==> src/rtl/wfi_sleep_ctrl.sv <==
// -----------------------------------------------------------------------------
// wfi_sleep_ctrl
//
// Core-side WFI sequencer. When a WFI instruction retires and nothing prevents
// a stall, the controller waits for outstanding fetch and LSU traffic to
// drain, then reports the WFI state and gates the core clock. Any pending
// interrupt (enabled mie/mip pair or a side-band wake source) brings the core
// back through a one-cycle WAKE state.
//
// Parameters
//   XLEN           width of reg_mie / reg_mip
//   DRAIN_TIMEOUT  cycles allowed in DRAIN before aborting (1..255)
//
// Ports
//   clock              single clock; controller itself is never gated
//   reset              asynchronous, active-low reset
//   wfi_retire         one-cycle pulse: WFI retired this cycle
//   allow_wfi          1 = WFI may stall, 0 = WFI behaves as NOP
//   debug              core is in debug mode
//   single_step        dcsr.step is set
//   reg_mie, reg_mip   mie / mip CSR values
//   bus_err_int, debug_int, clint_int   side-band wake sources
//   fetch_outstanding  fetch unit has requests in flight
//   mem_outstanding    LSU has requests in flight
//   wfi                core is in WFI state (drops the cycle pending rises)
//   clock_en           core clock-gate enable, 0 = gated
//   wake               one-cycle pulse on SLEEP exit or pending-abort of DRAIN
//   timeout_err        sticky: a drain exceeded DRAIN_TIMEOUT
//   sleep_cycles       saturating count of non-pending cycles spent in SLEEP
// -----------------------------------------------------------------------------
module wfi_sleep_ctrl #(
    parameter int XLEN          = 32,
    parameter int DRAIN_TIMEOUT = 64
) (
    input  logic            clock,
    input  logic            reset,
    input  logic            wfi_retire,
    input  logic            allow_wfi,
    input  logic            debug,
    input  logic            single_step,
    input  logic [XLEN-1:0] reg_mie,
    input  logic [XLEN-1:0] reg_mip,
    input  logic            bus_err_int,
    input  logic            debug_int,
    input  logic            clint_int,
    input  logic            fetch_outstanding,
    input  logic            mem_outstanding,
    output logic            wfi,
    output logic            clock_en,
    output logic            wake,
    output logic            timeout_err,
    output logic [31:0]     sleep_cycles
);

    typedef enum logic [1:0] {
        ST_RUN   = 2'b00,
        ST_DRAIN = 2'b01,
        ST_SLEEP = 2'b10,
        ST_WAKE  = 2'b11
    } state_t;

    // Last legal value of the drain counter before the abort fires.
    localparam logic [7:0] DRAIN_LAST = 8'(DRAIN_TIMEOUT - 1);

    state_t      state_r;
    logic [7:0]  drain_cnt_r;
    logic        clock_en_r;
    logic        wake_r;
    logic        timeout_err_r;
    logic [31:0] sleep_cycles_r;

    logic        pending_s;
    logic        drained_s;
    logic        wfi_block_s;
    logic        wfi_s;

    // Saturating 32-bit increment for the sleep-cycle counter.
    function automatic logic [31:0] sat_inc32(input logic [31:0] value);
        logic [31:0] result;
        if (value == 32'hFFFF_FFFF) begin
            result = value;
        end else begin
            result = value + 32'd1;
        end
        return result;
    endfunction

    // Wake and drain conditions, plus the reasons a retired WFI acts as a NOP.
    always_comb begin
        pending_s   = (|(reg_mie & reg_mip)) | bus_err_int | debug_int | clint_int;
        drained_s   = !fetch_outstanding && !mem_outstanding;
        wfi_block_s = pending_s || debug || single_step || !allow_wfi;
    end

    // WFI state is masked by pending in the same cycle so it never overlaps an interrupt.
    always_comb begin
        wfi_s = (state_r == ST_SLEEP) && !pending_s;
    end

    // Sequencer FSM with registered clock-enable, wake pulse, and status counters.
    always_ff @(posedge clock or negedge reset) begin
        if (!reset) begin
            state_r        <= ST_RUN;
            drain_cnt_r    <= 8'd0;
            clock_en_r     <= 1'b1;
            wake_r         <= 1'b0;
            timeout_err_r  <= 1'b0;
            sleep_cycles_r <= 32'd0;
        end else begin
            case (state_r)
                ST_RUN: begin
                    wake_r     <= 1'b0;
                    clock_en_r <= 1'b1;
                    if (wfi_retire && !wfi_block_s) begin
                        state_r     <= ST_DRAIN;
                        drain_cnt_r <= 8'd0;
                    end else begin
                        state_r <= ST_RUN;
                    end
                end
                ST_DRAIN: begin
                    // An interrupt beats a completed drain: never sleep over a pending wake.
                    if (pending_s) begin
                        state_r    <= ST_RUN;
                        wake_r     <= 1'b1;
                        clock_en_r <= 1'b1;
                    end else if (drained_s) begin
                        state_r    <= ST_SLEEP;
                        wake_r     <= 1'b0;
                        clock_en_r <= 1'b0;
                    end else if (drain_cnt_r == DRAIN_LAST) begin
                        // Timeout abort returns silently; only the sticky flag reports it.
                        state_r       <= ST_RUN;
                        wake_r        <= 1'b0;
                        clock_en_r    <= 1'b1;
                        timeout_err_r <= 1'b1;
                    end else begin
                        state_r     <= ST_DRAIN;
                        wake_r      <= 1'b0;
                        clock_en_r  <= 1'b1;
                        drain_cnt_r <= drain_cnt_r + 8'd1;
                    end
                end
                ST_SLEEP: begin
                    if (pending_s) begin
                        state_r    <= ST_WAKE;
                        wake_r     <= 1'b1;
                        clock_en_r <= 1'b1;
                    end else begin
                        state_r        <= ST_SLEEP;
                        wake_r         <= 1'b0;
                        clock_en_r     <= 1'b0;
                        sleep_cycles_r <= sat_inc32(sleep_cycles_r);
                    end
                end
                ST_WAKE: begin
                    state_r    <= ST_RUN;
                    wake_r     <= 1'b0;
                    clock_en_r <= 1'b1;
                end
                default: begin
                    state_r    <= ST_RUN;
                    wake_r     <= 1'b0;
                    clock_en_r <= 1'b1;
                end
            endcase
        end
    end

    assign wfi          = wfi_s;
    assign clock_en     = clock_en_r;
    assign wake         = wake_r;
    assign timeout_err  = timeout_err_r;
    assign sleep_cycles = sleep_cycles_r;

endmodule

==> config.mk <==
export PLATFORM = sky130hd
export DESIGN_NAME = wfi_sleep_ctrl
export DESIGN_NICKNAME = d
export VERILOG_FILES = /design/src/rtl/wfi_sleep_ctrl.sv
export SDC_FILE = /design/constraint.sdc
export NUM_CORES = 1
export LEC_CHECK = 0
export ABC_AREA = 1
export ABC_CLOCK_PERIOD_IN_PS = 2550
export CAP_MARGIN = 20
export CORE_UTILIZATION = 46
export DETAILED_ROUTE_END_ITERATION = 8
export PLACE_DENSITY = 0.82
export RECOVER_POWER = 25
export SLEW_MARGIN = 20
export SYNTH_ARGS = -nofsm -noshare
export SYNTH_HDL_FRONTEND = slang
export SYNTH_SLANG_ARGS = --single-unit
export TNS_END_PERCENT = 5
==> constraint.sdc <==
create_clock -name clock -period 2.55 [get_ports clock]
set_clock_uncertainty 0.15 [all_clocks]
set_input_delay 0.51 -clock clock [delete_from_list [all_inputs] [get_ports clock]]
set_output_delay 0.51 -clock clock [all_outputs]
set_load 0.005 [all_outputs]
==> reports/results.ini, run 1 <==
[cells_and_area]
layout_common_cells = nand2_1, clkdlybuf4s50_1, dfrtp_1, nand3_1, nor2_1
layout-drive-gt1-share = 0.05759
syn_to_final_growth_pct = 41.28
antenna_cells = 0
final_nets = 652
instances_no_fill = 650
layout.cells.most_common = nand2_1
final_cell_area_mm2 = 0.004407
fill_cells = 560

[sta]
min_period_over_period = 0.9435
rsz0062_at_grt = no
final_hold_viol_count = 0
finalSetupViolCount = 0
hold_ws_ps = 347.7
max_slew.worst_pin.slew_ps = 1503
finalWorstSetupSlack_ps = 144.0
relSlewSlack = -0.002188
fmax_ghz = 0.4156
maxSlewViolCount = 28
min_period_ps = 2406

[worst_hold_path]
min_path_type = reg -> reg

[yosys]
ys_types = 31
synth-seq-cells = 45
synth_fa_ha_area_frac = 0.02006
yosys_most_used_dff = dfrtp_1
synth-edff-count = 0
synth-xor-area-share = 0.08704
ys_warn_count = 0
synth_top_family_by_area = simple AND/OR/NAND/NOR gates
syn_area_mm2 = 0.003119
yosys.area_share.simple = 0.4392
synth_nets = 534
seq_area_frac_synth = 0.3614
async_flop_share = 1.000
avgSynthCellArea_um2 = 6.871
synth_compound_area_frac = 0.02407
synthMuxAreaShare = 0
synth_cells = 454

[detailed_routing]
wire_per_inst_um = 13.68
dr.pass1.iters = 7
num_vias = 3330
drc = 4
dr.first_iter.drc_count = 158
ant_nets = 0
vias_per_cell = 5.123
wirelength_um = 8889

[cts]
post_cts_buffers = 0
cts_root_buffer = clkbuf_8
cts_buffers = 5
insertion_delay_ps = 290
holdBufCountCts = 0
cts.sinks = 45
clkTransAtPathRegs_ps = 80
cts_max_level = 2
clock_path_buffers = 2
cts_tree = built

[placed_design]
pre_cts_slack_ps = -284.5
gp_congestion = 0.9717
dp.cells = 642
portBuffers = 110
dp_hpwl_um = 7127
dpl_cell_area_mm2 = 0.004317

[grt]
gr-total-overflow = 0
antenna_found_initial = 0
track_usage = 0.2661
grt_pass1_wl_um = 15270
grt_pass1_vias = 3376
grt_max_degree = 38

[critical_path]
cp-startpoint = clint_int
crit_slowest_cell = clkdlybuf4s50_1
cp-endpoint = wfi
ff2ff_path_depth = 9
rr_startpoint = sleep_cycles[0]
critPathCaptureType = output port
cp_top_family = simple AND/OR/NAND/NOR gates
arrival_ps = 1750
path_class = in -> out
required_ps = 1890
startpoint_type = input port
worstPathMaxFanout = 2
r2r-end = sleep_cycles[6]
r2r_slack_ps = 390
crit_cells = 7
path_buf_inv = 2
path_cells = clkdlybuf4s50_1, nor3_2, nand3_1, nor2_2, nand3_2, nor2_4, clkbuf_2
crit_path_max_incr_delay_ps = 430

[floorplan]
ios = 111
die_w_um = 84.35
die-area_mm2 = 0.007114
row_count = 29
die_h_um = 84.35
core_mm2 = 0.006459
start_util = 0.4830

[power_and_ir_drop]
finalPower_w = 0.001332
p_per_area_mw_per_mm2 = 302.4
vdd_drop_max_uv = 219.2
p_leak_nw = 2.006

[job]
maxCapViolations = 1

[outcome]
violations = DRC, capacitance limit, slew limit
status = finished, violations left

==> worst min path at each step <==
stage	start	endpoint	slack [ps]	cells past startpoint
2_1_floorplan	reset	asynchronous set/reset pin	60	0
6_report	timeout_err	timeout_err	350	2
4_1_cts	reset	sleep_cycles[17]	100	1
3_3_place_gp	drain_cnt_r[7]	drain_cnt_r[7]	310	2
5_1_grt	timeout_err	timeout_err	350	2
3_5_place_dp	timeout_err	timeout_err	310	2
==> Yosys cell counts (2+ instances only) <==
master / number / area, um^2
nor3b_1: 2 / 15.01
or2_2: 2 / 12.51
nand3b_1: 2 / 15.01
o21ai_0: 4 / 20.02
nor2_1: 42 / 157.7
buf_2: 2 / 10.01
inv_2: 2 / 7.510
nand3_2: 2 / 20.02
nand2_4: 2 / 22.52
o21ai_1: 3 / 15.01
dfrtp_1: 44 / 1101
nand4_1: 12 / 75.07
nor3_1: 18 / 90.09
buf_4: 3 / 22.52
xor2_1: 19 / 166.4
a31oi_1: 3 / 18.77
xnor2_1: 12 / 105.1
nand3_1: 41 / 205.2
inv_1: 36 / 135.1
ha_1: 5 / 62.56
buf_6: 3 / 33.78
nand2_1: 186 / 698.2
==> cell type report <==
| type | count | area [um^2] | area share |
|---|---|---|---|
| inverter | 38 | 142.6 | 0.03237 |
| sequential | 45 | 1127 | 0.2558 |
| tap | 77 | 96.34 | 0.02186 |
| timing repair buffer | 120 | 1161 | 0.2635 |
| multi-input combinational | 362 | 1789 | 0.4060 |
| clock buffer | 8 | 90.09 | 0.02044 |
==> kinds of logic (layout without fill, tap and decap cells) <==
| group | count (synthesis) | after routing |
|---|---|---|
| simple gates | 313 | 313 |
| buf+inv | 47 | 166 |
| flops | 45 | 45 |
| xor+xnor | 31 | 31 |
| compound gates | 13 | 13 |
| fa+ha+maj | 5 | 5 |
==> worst reg2reg max path: stages (launching register included) <==
cell,delay [ps]
dfrtp_1,430
ha_1,250
nand3_2,130
inv_2,90
nand2_4,70
nor4_4,320
nand2_4,200
nand2_8,250
nand2_1,100
o21ai_0,90
==> through the flow <==
| step | TNS (ps) | util |
|---|---|---|
| detailed placement | -3595 | 0.6683 |
| global placement | -2237 | 0.6683 |
| global route | 0 | 0.6823 |
| CTS | 0 | 0.6838 |
| floorplan | 0 | - |
| finish | 0 | 0.6823 |
==> sequential cells by signal (all words and copies together), names as in the netlist, named ones only <==
name,flops
sleep_cycles,32
state_r,1
clock_en,1
drain_cnt_r,8
wake,1
timeout_err,1
==> report_power, final <==
group	switching, W	internal [W]	total [W]
sequential	0.000000176	0.000713	0.000713
combinational	0.0000477	0.000112	0.000159
clock	0.000238	0.000222	0.000460
total	0.000286	0.00105	0.00133
==> metal layers <==
| metal | global-route usage | vias to the layer above | part of all wire |
|---|---|---|---|
| met1 | 0.3269 | 1533 | 0.43 |
| met5 | 0 | - | 0 |
| met2 | 0.4732 | 101 | 0.50 |
| met4 | 0.09245 | 0 | 0.024 |
| met3 | 0.04523 | 20 | 0.052 |
| li1 | - | 1676 | - |
==> repair_timing <==
| item | in CTS | in global routing |
|---|---|---|
| gates cloned | 0 | 0 |
| pin swaps | 2 | 2 |
| resized for setup | 5 | 1 |
| endpoints found under the setup margin | 1 | 2 |
Note: power is estimated with default switching activity, not from simulation.
==> run 2: changes to the inputs <==
--- a/config.mk
+++ b/config.mk
@@ -5,13 +5,13 @@
 export SDC_FILE = /design/constraint.sdc
 export NUM_CORES = 1
 export LEC_CHECK = 0
-export ABC_AREA = 1
 export ABC_CLOCK_PERIOD_IN_PS = 2550
 export CAP_MARGIN = 20
-export CORE_UTILIZATION = 46
+export CORE_UTILIZATION = 42
 export DETAILED_ROUTE_END_ITERATION = 8
-export PLACE_DENSITY = 0.82
+export PLACE_DENSITY = 0.8
 export RECOVER_POWER = 25
+export SKIP_LAST_GASP = 1
 export SLEW_MARGIN = 20
 export SYNTH_ARGS = -nofsm -noshare
 export SYNTH_HDL_FRONTEND = slang
==> reports/results.ini, run 2 <==
[critical_path]
path_buf_inv = 2
arrival_ps = 1900
worstPathMaxFanout = 2
r2r_slack_ps = 100
crit_path_max_incr_delay_ps = 410
required_ps = 1890
critPathCaptureType = output port
startpoint_type = input port
path_class = in -> out
crit_slowest_cell = clkdlybuf4s50_1
path_cells = clkdlybuf4s50_1, a22oi_2, nand3_2, nor4_4, and3_4, buf_6
cp_top_family = simple AND/OR/NAND/NOR gates

[grt]
grt_pass1_vias = 2511
gr-total-overflow = 0
use_met1 = 0.2557
antenna_found_initial = 0
grt_busiest_layer = met2
track_usage = 0.2286
gr-usage-met3 = 0.03103
grt_max_degree = 46
grt_pass1_wl_um = 11210
grtUsageMet2 = 0.4379

[detailed_routing]
drc = 0
vias_per_cell = 5.439
wire_per_inst_um = 14.97
num_vias = 2464
wirelength_um = 6782
dr.pass1.iters = 4
dr.first_iter.drc_count = 131
ant_nets = 0

[power_and_ir_drop]
p_per_area_mw_per_mm2 = 359.8
p_leak_nw = 1.838
finalPower_w = 0.001423
vdd_drop_max_uv = 238.3

[worst_hold_path]
min_path_type = in -> async

[sta]
relSlewSlack = 0.2599
max_slew.worst_pin.slew_ps = 1110
hold_ws_ps = 343.5
finalSetupViolCount = 1
finalWorstSetupSlack_ps = -5.218
maxSlewViolCount = 0
final_hold_viol_count = 0
fmax_ghz = 0.3914
rsz0062_at_grt = yes
min_period_over_period = 1.002
min_period_ps = 2555

[cells_and_area]
antenna_cells = 0
final_nets = 460
layout-drive-gt1-share = 0.1365
final_util = 0.7050
syn_to_final_growth_pct = 58.79
instances_no_fill = 453
layout_common_cells = clkdlybuf4s50_1, dfrtp_1, nand2_1
fill_cells = 463
layout.cells.most_common = clkdlybuf4s50_1
largest_reg_flops = 32

[placed_design]
portBuffers = 110
dp.cells = 445
gp_congestion = 0.7848
dp_hpwl_um = 5212

[yosys]
ys_warn_count = 0
yosys_most_used_dff = dfrtp_1
syn_area_mm2 = 0.002490
async_flop_share = 1.000
ys_types = 42
synth-edff-count = 0
post-synth-top-area-cell = dfrtp_1
yosysMostFrequentCell = dfrtp_1
synth_nets = 326
synth_top_area_frac = 0.4422
seq_area_frac_synth = 0.4528
synth-seq-cells = 45
synth_cells = 246
avgSynthCellArea_um2 = 10.12
synth_area_leaders = dfrtp_1, xor2_1, a22oi_1, nand2_1, nand3_1
yosys-top-cells-count = dfrtp_1, nand2_1, xor2_1

[floorplan]
die_w_um = 79.00
die-area_mm2 = 0.006240
ios = 111
start_util = 0.4440
core_mm2 = 0.005608
die_h_um = 79.00
row_count = 27

[cts]
cts_root_buffer = clkbuf_8
cts.sinks = 45
clock_path_buffers = 2
clkTransAtPathRegs_ps = 90
insertion_delay_ps = 290
cts_buffers = 5
cts_tree = built
cts_max_level = 2
post_cts_buffers = 0

[outcome]
status = finished, violations left
violations = setup timing

[job]
maxCapViolations = 0

==> run 2: area by class of cell <==
class / instances / area [um^2] / share of cell area
Timing Repair Buffer: 134 / 1246 / 0.3152
Clock inverter: 2 / 37.54 / 0.009494
Clock buffer: 6 / 82.58 / 0.02089
Multi-Input combinational cell: 184 / 1333 / 0.3370
Inverter: 10 / 37.54 / 0.009494
Tap cell: 72 / 90.09 / 0.02278
Sequential cell: 45 / 1127 / 0.2851
==> run 2: repair_timing <==
| action | CTS | global route |
|---|---|---|
| gates resized for setup | 34 | 4 |
| setup endpoints to repair | 19 | 18 |
| hold buffers | 0 | 0 |
| pin swaps | 15 | 3 |
==> run 2: path summary, 6_finish.rpt <==
check / cells after the start / endpoint / from
setup reg to reg: 6 / sleep_cycles[1] / sleep_cycles[10]
hold / removal: 2 / sleep_cycles[4] / reset
max in group asynchronous: 2 / sleep_cycles[3] / reset
hold reg to reg: 1 / sleep_cycles[14] / sleep_cycles[14]
min in group clock: 1 / sleep_cycles[14] / sleep_cycles[14]
setup / recovery: 6 / wfi / reg_mie[6]
==> run 2: logic make-up (layout without fill, tap and decap cells) <==
logic type                 Yosys count  in the layout  synth area share
DFF                                 45             45            0.4528
adders and majority gates            5              5           0.02513
buffers and inverters               17            152           0.03266
muxes                                9              9           0.03719
and+or+nand+nor                    109            109            0.2528
AOI/OAI and AO/OA                   30             30           0.09045
xor gates and xnor gates            31             31            0.1090
==> run 2: metal layers <==
| metal | vias to the layer above | part of all wire |
|---|---|---|
| li1 | 1157 | - |
| met3 | 4 | 0.046 |
| met4 | 0 | 0.0086 |
| met5 | - | 0 |
| met1 | 1206 | 0.38 |
| met2 | 97 | 0.56 |
==> run 2: stage by stage <==
stage	TNS, ps	setup WS, ps	instance area, um^2
floorplan	0	154.1	2490
global placement	-8291	-534.1	3812
detailed placement	-10790	-560.8	3812
CTS	0	7.239	3935
global route	-665.9	-78.10	3954
finish	-5.218	-5.218	3954
==> run 2: report_power, final <==
| part | internal, W | switching [W] | leakage, nW | total, W |
|---|---|---|---|---|
| combinational | 0.0000996 | 0.0000454 | 1.21 | 0.000145 |
| sequential | 0.000713 | 0.0000000138 | 0.573 | 0.000713 |
| clock | 0.000319 | 0.000246 | 0.0574 | 0.000565 |
==> run 3: changes to the inputs <==
--- a/config.mk
+++ b/config.mk
@@ -9,6 +9,7 @@
 export CAP_MARGIN = 20
 export CORE_UTILIZATION = 42
 export DETAILED_ROUTE_END_ITERATION = 8
+export GPL_TIMING_DRIVEN = 0
 export PLACE_DENSITY = 0.8
 export RECOVER_POWER = 25
 export SKIP_LAST_GASP = 1
==> reports/results.ini, run 3 (synthesis results as in run 2) <==
[power_and_ir_drop]
clockPowerShare = 0.389
switching_share = 0.2118
power_frac_seq = 0.503
p_per_area_mw_per_mm2 = 361.0
p_int_w = 0.001118
finalPower_w = 0.001419
p_leak_nw = 1.792
combPwrFrac = 0.109
p_switching_w = 0.0003005
vdd_drop_max_uv = 213.3

[cells_and_area]
layout.cells.most_common = clkdlybuf4s50_1
largest_reg_flops = 32
layout-drive-gt1-share = 0.1126
fill_cells = 432
instances_no_fill = 445
final_nets = 452
antenna_cells = 0
syn_to_final_growth_pct = 57.84
multi_input_area_mm2 = 0.001334
final_util = 0.7008
regArea_mm2 = 0.001130
layout_common_cells = clkdlybuf4s50_1, dfrtp_1, nand2_1, xor2_1, nand3_1

[grt]
grt_max_degree = 24
track_usage = 0.2200
gr-total-overflow = 0
antenna_found_initial = 0
grt_pass1_vias = 2346
grt_pass1_wl_um = 10700

[critical_path]
rr_startpoint = sleep_cycles[4]
worstPathMaxFanout = 2
ff2ff_path_depth = 7
arrival_ps = 1950
crit_path_max_incr_delay_ps = 410
r2r-end = sleep_cycles[1]
path_class = in -> out
crit_slowest_cell = clkdlybuf4s50_1
r2r_slack_ps = -20
critPathCaptureType = output port
startpoint_type = input port
path_cells = clkdlybuf4s50_1, a22oi_2, nand4_1, nor4_4, and3_4, buf_6
required_ps = 1890

[sta]
fin_setup_tns_ps = -85.91
max_slew.worst_pin.slew_ps = 1208
min_period_ps = 2610
final_hold_viol_count = 0
min_period_over_period = 1.024
finalSetupViolCount = 3
maxSlewViolCount = 0
relSlewSlack = 0.1944
rsz0062_at_grt = yes
fmax_ghz = 0.3831
finalWorstSetupSlack_ps = -60.11

[outcome]
violations = setup timing
status = finished, violations left

[detailed_routing]
wirelength_um = 6672
dr.first_iter.drc_count = 132
num_vias = 2407
wire_per_inst_um = 14.99
drc = 0
dr.pass1.iters = 4
ant_nets = 0
vias_per_cell = 5.409

[placed_design]
gp_congestion = 0.7576
portBuffers = 110
dp_hpwl_um = 4947
dp.cells = 429
pre_cts_slack_ps = -1135

[cts]
cts_root_buffer = clkbuf_8
cts_max_level = 2
cts_tree = built
clock_path_buffers = 2
cts.sinks = 45
holdBufCountCts = 0
insertion_delay_ps = 320
cts_buffers = 5
clkTransAtPathRegs_ps = 100

[floorplan]
start_util = 0.4440
core_mm2 = 0.005608
row_count = 27
die_w_um = 79.00
die-area_mm2 = 0.006240
die_h_um = 79.00
ios = 111

[worst_hold_path]
min_path_type = in -> async

[job]
maxCapViolations = 0

==> run 3: cell count changes in the layout (fill, tap and decap cells not counted), sizes merged <==
cell and delta:
dlygate4sd2 -23, clkdlybuf4s50 +20, buf -10, dlymetal6s2s +4, clkbuf +1, clkinv +1, clkinvlp -1
==> run 3: final cells by class <==
cell class | instances | area share
clock buffer | 6 | 0.01847
tap | 72 | 0.02292
multi-input combinational | 184 | 0.3394
timing repair buffer | 121 | 0.3031
clock inverter | 2 | 0.009869
buffer | 5 | 0.009233
sequential | 45 | 0.2875
inverter | 10 | 0.009551
==> run 3: worst max-delay path by stage <==
stage | from | end | slack, ps | cells past startpoint
final | reg_mip[15] | wfi | -60 | 6
after detailed placement | reg_mie[15] | wfi | -1130 | 7
after global placement | reg_mie[15] | wfi | -1070 | 7
after CTS | reg_mip[20] | sleep_cycles[20] | -70 | 9
after floorplan | reg_mie[3] | drain_cnt_r[2] | 150 | 6
after global routing | reg_mie[14] | sleep_cycles[21] | -140 | 9
==> run 3: through the flow <==
| stage | hold WS (ps) | instance area [um^2] |
|---|---|---|
| after floorplan | 64.41 | 2490 |
| after global placement | 310.5 | 3681 |
| after detailed placement | 316.4 | 3704 |
| after CTS | 44.30 | 3834 |
| after global routing | 359.9 | 3930 |
| final | 268.5 | 3930 |
==> run 3: what timing repair did <==
item                                    4_1_cts  5_1_grt
pin swaps                                     5        7
buffers inserted                              2        8
resized for setup                             7       15
endpoints found under the setup margin       38       23
cloned                                        0        0
hold endpoints to repair                      0        0
==> run 3: critical path: cells and delay by family <==
kind            cells  cell delay [ps]
compound gates      1              180
buf+inv             2              500
simple gates        3              760
==> run 3: per-layer routing <==
layer | global-route usage | up-vias | wire, um
met5 | 0 | - | 0
met2 | 0.3862 | 94 | 3528
met1 | 0.2642 | 1155 | 2640
met3 | 0.02644 | 11 | 351
li1 | - | 1147 | -
met4 | 0.1091 | 0 | 151
==> run 3: power groups by stage <==
stage / Sequential, W / Combinational (W) / Clock (W)
finish: 0.000713 / 0.000154 / 0.000551
global route: 0.000713 / 0.000169 / 0.000583
CTS: 0.000713 / 0.000158 / 0.000555
detailed placement: 0.000727 / 0.000158 / 0
global placement: 0.000727 / 0.000151 / 0
floorplan: 0.000727 / 0.0000209 / 0
